**src/rtl/main_pkg.sv**
```systemverilog
// Shared opcode map, default datapath width and flag bundle for the ALU.
package main_pkg;

    localparam int BITS_DEF = 8;

    localparam logic [5:0] OP_ADD = 6'b100000;
    localparam logic [5:0] OP_SUB = 6'b100010;
    localparam logic [5:0] OP_AND = 6'b100100;
    localparam logic [5:0] OP_OR  = 6'b100101;
    localparam logic [5:0] OP_XOR = 6'b100110;
    localparam logic [5:0] OP_NOR = 6'b100111;
    localparam logic [5:0] OP_SRL = 6'b000010;
    localparam logic [5:0] OP_SRA = 6'b000011;

    typedef struct packed {
        logic carry;
        logic zero;
        logic overflow;
        logic invalid;
    } alu_flags_t;

endpackage

```
**src/rtl/main_alu_core.sv**
```systemverilog
// Purely combinational ALU: result and flags for one opcode/operand set.
module alu_core
    import main_pkg::*;
#(
    parameter int BITS = BITS_DEF
) (
    input  logic [5:0]      op_i,
    input  logic [BITS-1:0] a_i,
    input  logic [BITS-1:0] b_i,
    output logic [BITS-1:0] res_o,
    output alu_flags_t      flags_o
);

    localparam logic [BITS:0] BITS_W = (BITS+1)'(BITS);

    logic [BITS:0]   sum;
    logic [BITS:0]   diff;
    logic            big_shamt;
    logic [BITS-1:0] res;
    alu_flags_t      flags;

    always_comb begin
        sum       = {1'b0, a_i} + {1'b0, b_i};
        // The extra top bit of the difference is the unsigned borrow.
        diff      = {1'b0, a_i} - {1'b0, b_i};
        big_shamt = ({1'b0, b_i} >= BITS_W);
        res       = '0;
        flags     = '0;
        case (op_i)
            OP_ADD: begin
                res            = sum[BITS-1:0];
                flags.carry    = sum[BITS];
                flags.overflow = (a_i[BITS-1] == b_i[BITS-1]) && (res[BITS-1] != a_i[BITS-1]);
            end
            OP_SUB: begin
                res            = diff[BITS-1:0];
                flags.carry    = diff[BITS];
                flags.overflow = (a_i[BITS-1] != b_i[BITS-1]) && (res[BITS-1] != a_i[BITS-1]);
            end
            OP_AND: res = a_i & b_i;
            OP_OR:  res = a_i | b_i;
            OP_XOR: res = a_i ^ b_i;
            OP_NOR: res = ~(a_i | b_i);
            OP_SRL: res = big_shamt ? '0 : (a_i >> b_i);
            OP_SRA: res = big_shamt ? {BITS{a_i[BITS-1]}} : BITS'($signed(a_i) >>> b_i);
            default: flags.invalid = 1'b1;
        endcase
        flags.zero = (res == '0);
    end

    assign res_o   = res;
    assign flags_o = flags;

endmodule

```
**src/rtl/main.sv**
```systemverilog
// Registered ALU: one-cycle latency, async active-high reset to the zero result.
module main
    import main_pkg::*;
#(
    parameter int BITS = BITS_DEF
) (
    input  logic            clk,
    input  logic            reset,
    input  logic [5:0]      Op,
    input  logic [BITS-1:0] A,
    input  logic [BITS-1:0] B,
    output logic [BITS-1:0] out,
    output logic            carry,
    output logic            zero,
    output logic            overflow,
    output logic            invalid
);

    logic [BITS-1:0] out_d, out_q;
    alu_flags_t      flags_d, flags_q;

    alu_core #(.BITS(BITS)) u_core (
        .op_i   (Op),
        .a_i    (A),
        .b_i    (B),
        .res_o  (out_d),
        .flags_o(flags_d)
    );

    // Reset state is a cleared result, so zero is the only flag that comes up set.
    always_ff @(posedge clk or posedge reset) begin
        if (reset) begin
            out_q   <= '0;
            flags_q <= '{carry: 1'b0, zero: 1'b1, overflow: 1'b0, invalid: 1'b0};
        end else begin
            out_q   <= out_d;
            flags_q <= flags_d;
        end
    end

    assign out      = out_q;
    assign carry    = flags_q.carry;
    assign zero     = flags_q.zero;
    assign overflow = flags_q.overflow;
    assign invalid  = flags_q.invalid;

endmodule

```
**config.mk**
```make
export PLATFORM = sky130hd
export DESIGN_NAME = main
export DESIGN_NICKNAME = d
export VERILOG_FILES = /design/src/rtl/main_pkg.sv /design/src/rtl/main_alu_core.sv /design/src/rtl/main.sv
export SDC_FILE = /design/constraint.sdc
export NUM_CORES = 1
export LEC_CHECK = 0
export CAP_MARGIN = 0
export CORE_ASPECT_RATIO = 0.6
export CORE_MARGIN = 2
export CORE_UTILIZATION = 35
export DETAILED_ROUTE_END_ITERATION = 10
export DONT_BUFFER_PORTS = 1
export PLACE_DENSITY = 0.52
export REMOVE_ABC_BUFFERS = 1
export SYNTH_ARGS = -nofsm -noshare
export SYNTH_HDL_FRONTEND = slang
export SYNTH_SLANG_ARGS = --single-unit
```
**constraint.sdc**
```tcl
create_clock -name clk -period 2.5 [get_ports clk]
set_clock_uncertainty 0.2 [all_clocks]
set_input_delay 0.5 -clock clk [delete_from_list [all_inputs] [get_ports clk]]
set_output_delay 0.5 -clock clk [all_outputs]
set_load 0.01 [all_outputs]
```
==> results of run 1 <==
-- cells in the final DEF (no fill, tap or decap), types with 7 or more instances in the layout --
master / instances
inv_1: 29
buf_4: 53
a21oi_1: 19
dfrtp_1: 11
nor2_1: 18
o21ai_0: 16
nor3_1: 7
o211ai_1: 7
mux2i_1: 17
nand2_1: 19
ha_1: 22
-- power by group through the flow --
stage	Sequential, mW	Combinational, mW	Clock, mW
6_report	0.215	0.408	0.197
5_1_grt	0.215	0.445	0.213
4_1_cts	0.215	0.381	0.204
3_5_place_dp	0.218	0.356	0
3_3_place_gp	0.218	0.356	0
2_1_floorplan	0.217	0.223	0
-- sequential cells by signal, summed over array words and instances (netlist names) --
register	count
carry	1
invalid	1
out	8
overflow	1
zero	1
-- per-layer routing --
layer | wire length (um) | up-vias | GRT usage | part of all wire
li1 | - | 1133 | - | -
met1 | 3760 | 1094 | 0.325 | 0.53
met2 | 2850 | 87 | 0.309 | 0.40
met3 | 458 | 4 | 0.0111 | 0.065
met4 | 19 | 0 | 0.0296 | 0.0027
met5 | 0 | - | 0 | 0
-- through the flow --
step / TNS, ns / power (mW) / util / area [um^2]
after global placement: -1.59 / 0.573 / 0.431 / 2610
final: -0.312 / 0.819 / 0.470 / 2850
after CTS: -0.280 / 0.800 / 0.455 / 2750
after floorplan: -0.397 / 0.440 / - / 2100
after detailed placement: -1.70 / 0.574 / 0.431 / 2610
after global routing: -0.412 / 0.873 / 0.470 / 2850
-- cell families (layout without fill, tap and decap cells) --
| logic type | after synthesis | in the layout | synth area share |
|---|---|---|---|
| and+or+nand+nor | 86 | 86 | 0.216 |
| AOI/OAI and AO/OA | 86 | 86 | 0.252 |
| adders and majority gates | 27 | 27 | 0.163 |
| buffers and inverters | 46 | 90 | 0.0865 |
| DFF | 12 | 12 | 0.139 |
| xor gates and xnor gates | 7 | 7 | 0.0282 |
| muxes | 21 | 21 | 0.116 |
-- cell type report --
class                      instances  area share
tap                               84      0.0369
clock buffer                       4      0.0193
inverter                          30      0.0422
sequential                        12       0.106
timing repair buffer              56       0.154
multi-input combinational        227       0.641
-- what timing repair did --
| item | CTS | global route |
|---|---|---|
| buffers inserted | 2 | 2 |
| gates resized for setup | 20 | 16 |
| setup endpoints to repair | 3 | 3 |
| hold buffers | 1 | 0 |
| endpoints found under the hold margin | 11 | 0 |
| pin swaps | 9 | 13 |
-- worst paths after layout --
path / startpoint / to / slack, ns / cells after the start
setup / recovery: B[2] / zero$_DFF_PP1_ / -0.31 / 10
hold / removal: Op[4] / invalid$_DFF_PP0_ / 0.18 / 1
max in group asynchronous: reset / zero$_DFF_PP1_ / 1.27 / 2
min in group asynchronous: reset / out[1]$_DFF_PP0_ / 0.50 / 2
==> results by group, run 1 <==
Worst setup path
  • Slowest cell on crit path: or4_4
  • CP Cell Sequence: inv_1 > buf_4 > ha_1 > o21bai_4 > a211oi_2 > o21a_1 > nor3_2 > or4_4 > or4_4 > nor4_4
  • CP Class: in -> reg
  • WP data required: 2.45 ns
  • CP Capture Type: flip-flop
  • Crit-path max FO: 11
  • Arrival time worst endpoint: 2.76 ns
  • WP buf/inv: 2
  • Top delay family on crit path: simple AND/OR/NAND/NOR gates
  • Most frequent CP cell: or4_4
  • CP Launch Type: primary input
  • Max stage delay on crit path: 0.51 ns

Floorplanning
  • Die X: 106 um
  • Initial Util: 0.358
  • Core ar.: 0.00606 mm^2
  • Die footprint: 0.00687 mm^2
  • Io pins: 36
  • Die Y: 65.0 um
  • # rows: 22

GRT
  • Initial antenna violation count: 0
  • Largest net degree at the start of global routing: 28
  • Total congestion overflow: 0
  • Overall Global Routing Usage: 0.206
  • Vias in the first global route: 2,040
  • First-pass GRT wire length: 11,100 um

STA
  • Worst Max-Slew Pin Slew: 0.565 ns
  • Unrepaired setup endpoints after global routing: yes
  • Slew Viols, Final: 0
  • Part of the cycle the worst path needs: 1.12
  • WHS: 0.183 ns
  • Min cycle time layout: 2.81 ns
  • Endpoints failing hold: 0
  • Final setup viols: 1
  • Max-Slew Margin vs Limit: 0.622
  • Fmax: 0.356 GHz
  • Final Worst Setup Slack: -0.312 ns

Synthesis
  • Area of the mapped netlist: 0.00217 mm^2
  • Cells after Synth: 285
  • Most numerous cell in the Yosys netlist: inv_1
  • Primary FF master, synth: dfrtp_1
  • Area share of the largest cell type after synthesis: 0.144
  • Post-synth cell types: 53
  • Area contributors post-synth: ha_1 (14%), dfrtp_1 (13%), mux2i_1 (8.3%)
  • Register area share after synthesis: 0.139
  • Leading area contributor after synthesis: ha_1
  • Synth Warn #: 0
  • Mean post-synth cell area: 7.62 um^2
  • Number of flops mapped to enable cells by yosys: 0
  • Share of flip-flops with an asynchronous set or reset: 1.00
  • Post-synth top cells: inv_1 (30), ha_1 (25), a21oi_1 (21)
  • #FFs+latches synth: 12

Routing
  • Routed Antenna Nets: 0
  • Detailed Routing Iterations Pass 1: 4
  • DR vias/cell: 5.61
  • DR DRC count: 0
  • Initial DRC Count: 185
  • DR WL/cell: 17.2 um
  • Detailed-route via count: 2,318
  • DRT Wirelength: 7090 um

Cells and area
  • Layout cell share with drive strength beyond 1: 0.271
  • Filler cell count: 601
  • Synth-to-Final Area Change: 31.1%
  • Antenna fix cells: 0
  • Multi-input logic area: 0.00182 mm^2
  • Non-Filler Instances: 413
  • Sequential cell area: 302 um^2
  • # nets final: 381

Power
  • Comb pwr share: 0.498
  • Power share of the sequential group: 0.262
  • Pwr Density: 288 mW/mm^2
  • Power Internal: 0.554 mW
  • Maximum VDD drop: 0.206 mV
  • Sw frac: 0.324
  • Clock share of power: 0.240
  • Total leakage power: 1.31 nW
  • NetSw: 0.266 mW

Clock network
  • H-Tree Depth: 1
  • CTS Buffer Depth: 2
  • CTS clk-pin slew, worst paths: 0.05 ns
  • Clk sinks: 12
  • CTS root buf: clkbuf_8
  • Num CTS Buffers: 3
  • TritonCTS clock tree: done

Flow run
  • MaxCap Viol Count: 0

Run status
  • Failing checks: negative setup slack
  • Status: finished with violations

Placement
  • Final GP Congestion: 0.916
  • Placed cells: 406
  • Dpl ws: -0.613 ns
  • Dpl hpwl: 5690 um
  • PortBufs: 0

Worst hold path
  • Class of the worst hold path: in -> reg
(Power assumes the default switching activity.)
==> run 2: changes to the inputs <==
--- a/config.mk
+++ b/config.mk
@@ -8,10 +8,10 @@
 export CAP_MARGIN = 0
 export CORE_ASPECT_RATIO = 0.6
 export CORE_MARGIN = 2
-export CORE_UTILIZATION = 35
+export CORE_UTILIZATION = 33
 export DETAILED_ROUTE_END_ITERATION = 10
 export DONT_BUFFER_PORTS = 1
-export PLACE_DENSITY = 0.52
+export PLACE_DENSITY = 0.5
 export REMOVE_ABC_BUFFERS = 1
 export SYNTH_ARGS = -nofsm -noshare
 export SYNTH_HDL_FRONTEND = slang
==> run 2 against run 1 <==
  * The run still ends with negative setup slack left
  * Combinational power is 2% lower
  * Setup slack better by 0.18 ns
  * First-iteration DRC count is 11% higher
  * Flip-flop and latch count stayed put
  * Sequential share of layout area is 0.25 points higher
  * Largest cell class unchanged
  * Largest power group unchanged
==> results by group, run 2 (synthesis gave the netlist of run 1 again) <==
Worst setup path
  • CP Capture Type: flip-flop
  • CP Class: in -> reg
  • Crit-path max FO: 3 (-8)
  • Arrival time worst endpoint: 2.57 ns (-0.19 ns)
  • CP Launch Type: primary input
  • WP data required: 2.44 ns (about the same)

STA
  • Endpoints failing hold: 0 (unchanged)
  • Slew Viols, Final: 0 (unchanged)
  • Final Worst Setup Slack: -0.128 ns (+0.184 ns)
  • Max-Slew Margin vs Limit: 0.557 (-0.0649)
  • WHS: 0.175 ns (-0.00763 ns)
  • Fmax: 0.381 GHz (+7.0%)
  • Worst Max-Slew Pin Slew: 0.662 ns (+0.0972 ns)
  • Min cycle time layout: 2.63 ns (-0.184 ns)
  • Part of the cycle the worst path needs: 1.05 (-0.0737)
  • Final setup viols: 1 (unchanged)
  • Unrepaired setup endpoints after global routing: yes

Clock network
  • H-Tree Depth: 1 (unchanged)
  • TritonCTS clock tree: done
  • Clk sinks: 12 (unchanged)
  • CTS clk-pin slew, worst paths: 0.05 ns (about the same)
  • Num CTS Buffers: 3 (unchanged)
  • CTS Buffer Depth: 2 (unchanged)
  • CTS root buf: clkbuf_8

Cells and area
  • Most common library cell in the layout ignoring fill and taps: buf_4
  • Most frequent cells in the layout: buf_4 (49), inv_1 (29), ha_1 (21)
  • Fin util: 0.447 (-0.0231)
  • # nets final: 376 (-1.3%)
  • Filler cell count: 643 (+7.0%)
  • Largest register FFs: 8 (unchanged)
  • Layout cell share with drive strength beyond 1: 0.256 (-0.0143)
  • Multi-input logic area: 0.00180 mm^2 (-1.1%)
  • Sequential cell area: 302 um^2 (unchanged)
  • Synth-to-Final Area Change: 28.0%
  • Antenna fix cells: 0 (unchanged)

Routing
  • Initial DRC Count: 205 (+11%)
  • Detailed Routing Iterations Pass 1: 5 (+1)
  • DR vias/cell: 5.59 (-0.39%)
  • DR DRC count: 0 (unchanged)
  • M1 WL: 3680 um (-2.0%)
  • Detailed-route via count: 2,281 (-1.6%)
  • DRT Wirelength: 7180 um (+1.3%)
  • DR WL met2: 2870 um (+0.67%)
  • DR WL/cell: 17.6 um (+2.6%)
  • Routed Antenna Nets: 0 (unchanged)
  • Top layer in use: met4
  • Met3 WL: 615 um (+34%)

Floorplanning
  • Die X: 109 um (+2.9%)
  • Io pins: 36 (unchanged)
  • Die Y: 66.8 um (+2.8%)
  • # rows: 22 (unchanged)
  • Core ar.: 0.00622 mm^2 (+2.7%)
  • Initial Util: 0.349 (-0.00952)
  • Die footprint: 0.00726 mm^2 (+5.8%)

Run status
  • Status: finished with violations
  • Failing checks: negative setup slack

GRT
  • First-pass GRT wire length: 11,400 um (+2.9%)
  • Initial antenna violation count: 0 (unchanged)
  • Overall Global Routing Usage: 0.205 (-0.000215)
  • Vias in the first global route: 2,097 (+2.8%)
  • Largest net degree at the start of global routing: 28 (unchanged)
  • Total congestion overflow: 0 (unchanged)

Power
  • Maximum VDD drop: 0.241 mV (+17%)
  • Power Internal: 0.520 mW (-6.0%)
  • Total leakage power: 1.27 nW (-3.0%)
  • Pwr Density: 282 mW/mm^2 (-2.0%)
  • NetSw: 0.263 mW (-0.82%)
  • Comb pwr share: 0.508 (+0.010)
  • Sw frac: 0.336 (+0.0119)
  • Power share of the sequential group: 0.274 (+0.012)
  • Clock share of power: 0.218 (-0.022)
  • Design Power: 0.784 mW (-4.3%)

Worst hold path
  • Class of the worst hold path: in -> reg

Placement
  • Final GP Congestion: 0.896 (-2.2%)
  • PortBufs: 0 (unchanged)
  • Dpl ws: -0.572 ns (+0.0410 ns)
  • Dpl hpwl: 5720 um (+0.44%)

Flow run
  • MaxCap Viol Count: 0 (unchanged)
==> run 2: changes by cell type in the layout (fill, tap and decap cells not counted), sizes merged <==
cell	delta
buf	-5
==> run 2: metrics by stage <==
step | instance area (um^2) | std cells | TNS, ns
6_report | 2780 | 408 | -0.128
5_1_grt | 2780 | 408 | -0.208
4_1_cts | 2730 | 408 | -0.269
3_5_place_dp | 2580 | 402 | -1.74
3_3_place_gp | 2580 | 402 | -1.44
2_1_floorplan | 2100 | 269 | -0.397
==> run 2: worst max-delay path: stages <==
cell	delay, ns
inv_12	0.02
ha_4	0.15
fa_2	0.37
o21bai_4	0.14
a211oi_2	0.09
nor3_2	0.13
nor3_2	0.08
or4_1	0.47
or4_4	0.49
nor4_2	0.14
==> run 2: path summary, 6_finish.rpt <==
| path | slack [ns] | cells after the start | startpoint | end |
|---|---|---|---|---|
| min | 0.18 | 1 | Op[4] | invalid$_DFF_PP0_ |
| max | -0.13 | 10 | A[0] | zero$_DFF_PP1_ |
| max in group asynchronous | 1.28 | 2 | reset | zero$_DFF_PP1_ |
| min in group asynchronous | 0.50 | 2 | reset | out[1]$_DFF_PP0_ |
==> run 2: layout make-up <==
class	count	area share
repair buffers	51	0.143
multi-input cells	227	0.649
well taps	84	0.0378
clock buffers	4	0.0162
flip-flops and latches	12	0.109
inverters	30	0.0450
==> run 2: power groups by stage <==
stage	clock, mW	combinational, mW	sequential (mW)
detailed placement	0	0.355	0.218
global route	0.190	0.437	0.215
floorplan	0	0.223	0.217
CTS	0.178	0.378	0.215
finish	0.171	0.398	0.215
global placement	0	0.356	0.218
==> run 2: repair_timing <==
action | in CTS | in global routing
gates cloned | 0 | 0
pin swaps | 13 | 8
gates resized for setup | 21 | 12
endpoints found under the hold margin | 11 | 0
buffers inserted | 1 | 0
hold buffers | 1 | 0
setup endpoints to repair | 3 | 4
==> run 2: layer usage <==
| metal | global-route usage | vias up |
|---|---|---|
| li1 | - | 1125 |
| met1 | 0.324 | 1061 |
| met5 | 0 | - |
| met3 | 0.0323 | 2 |
| met4 | 0.0288 | 0 |
| met2 | 0.291 | 93 |
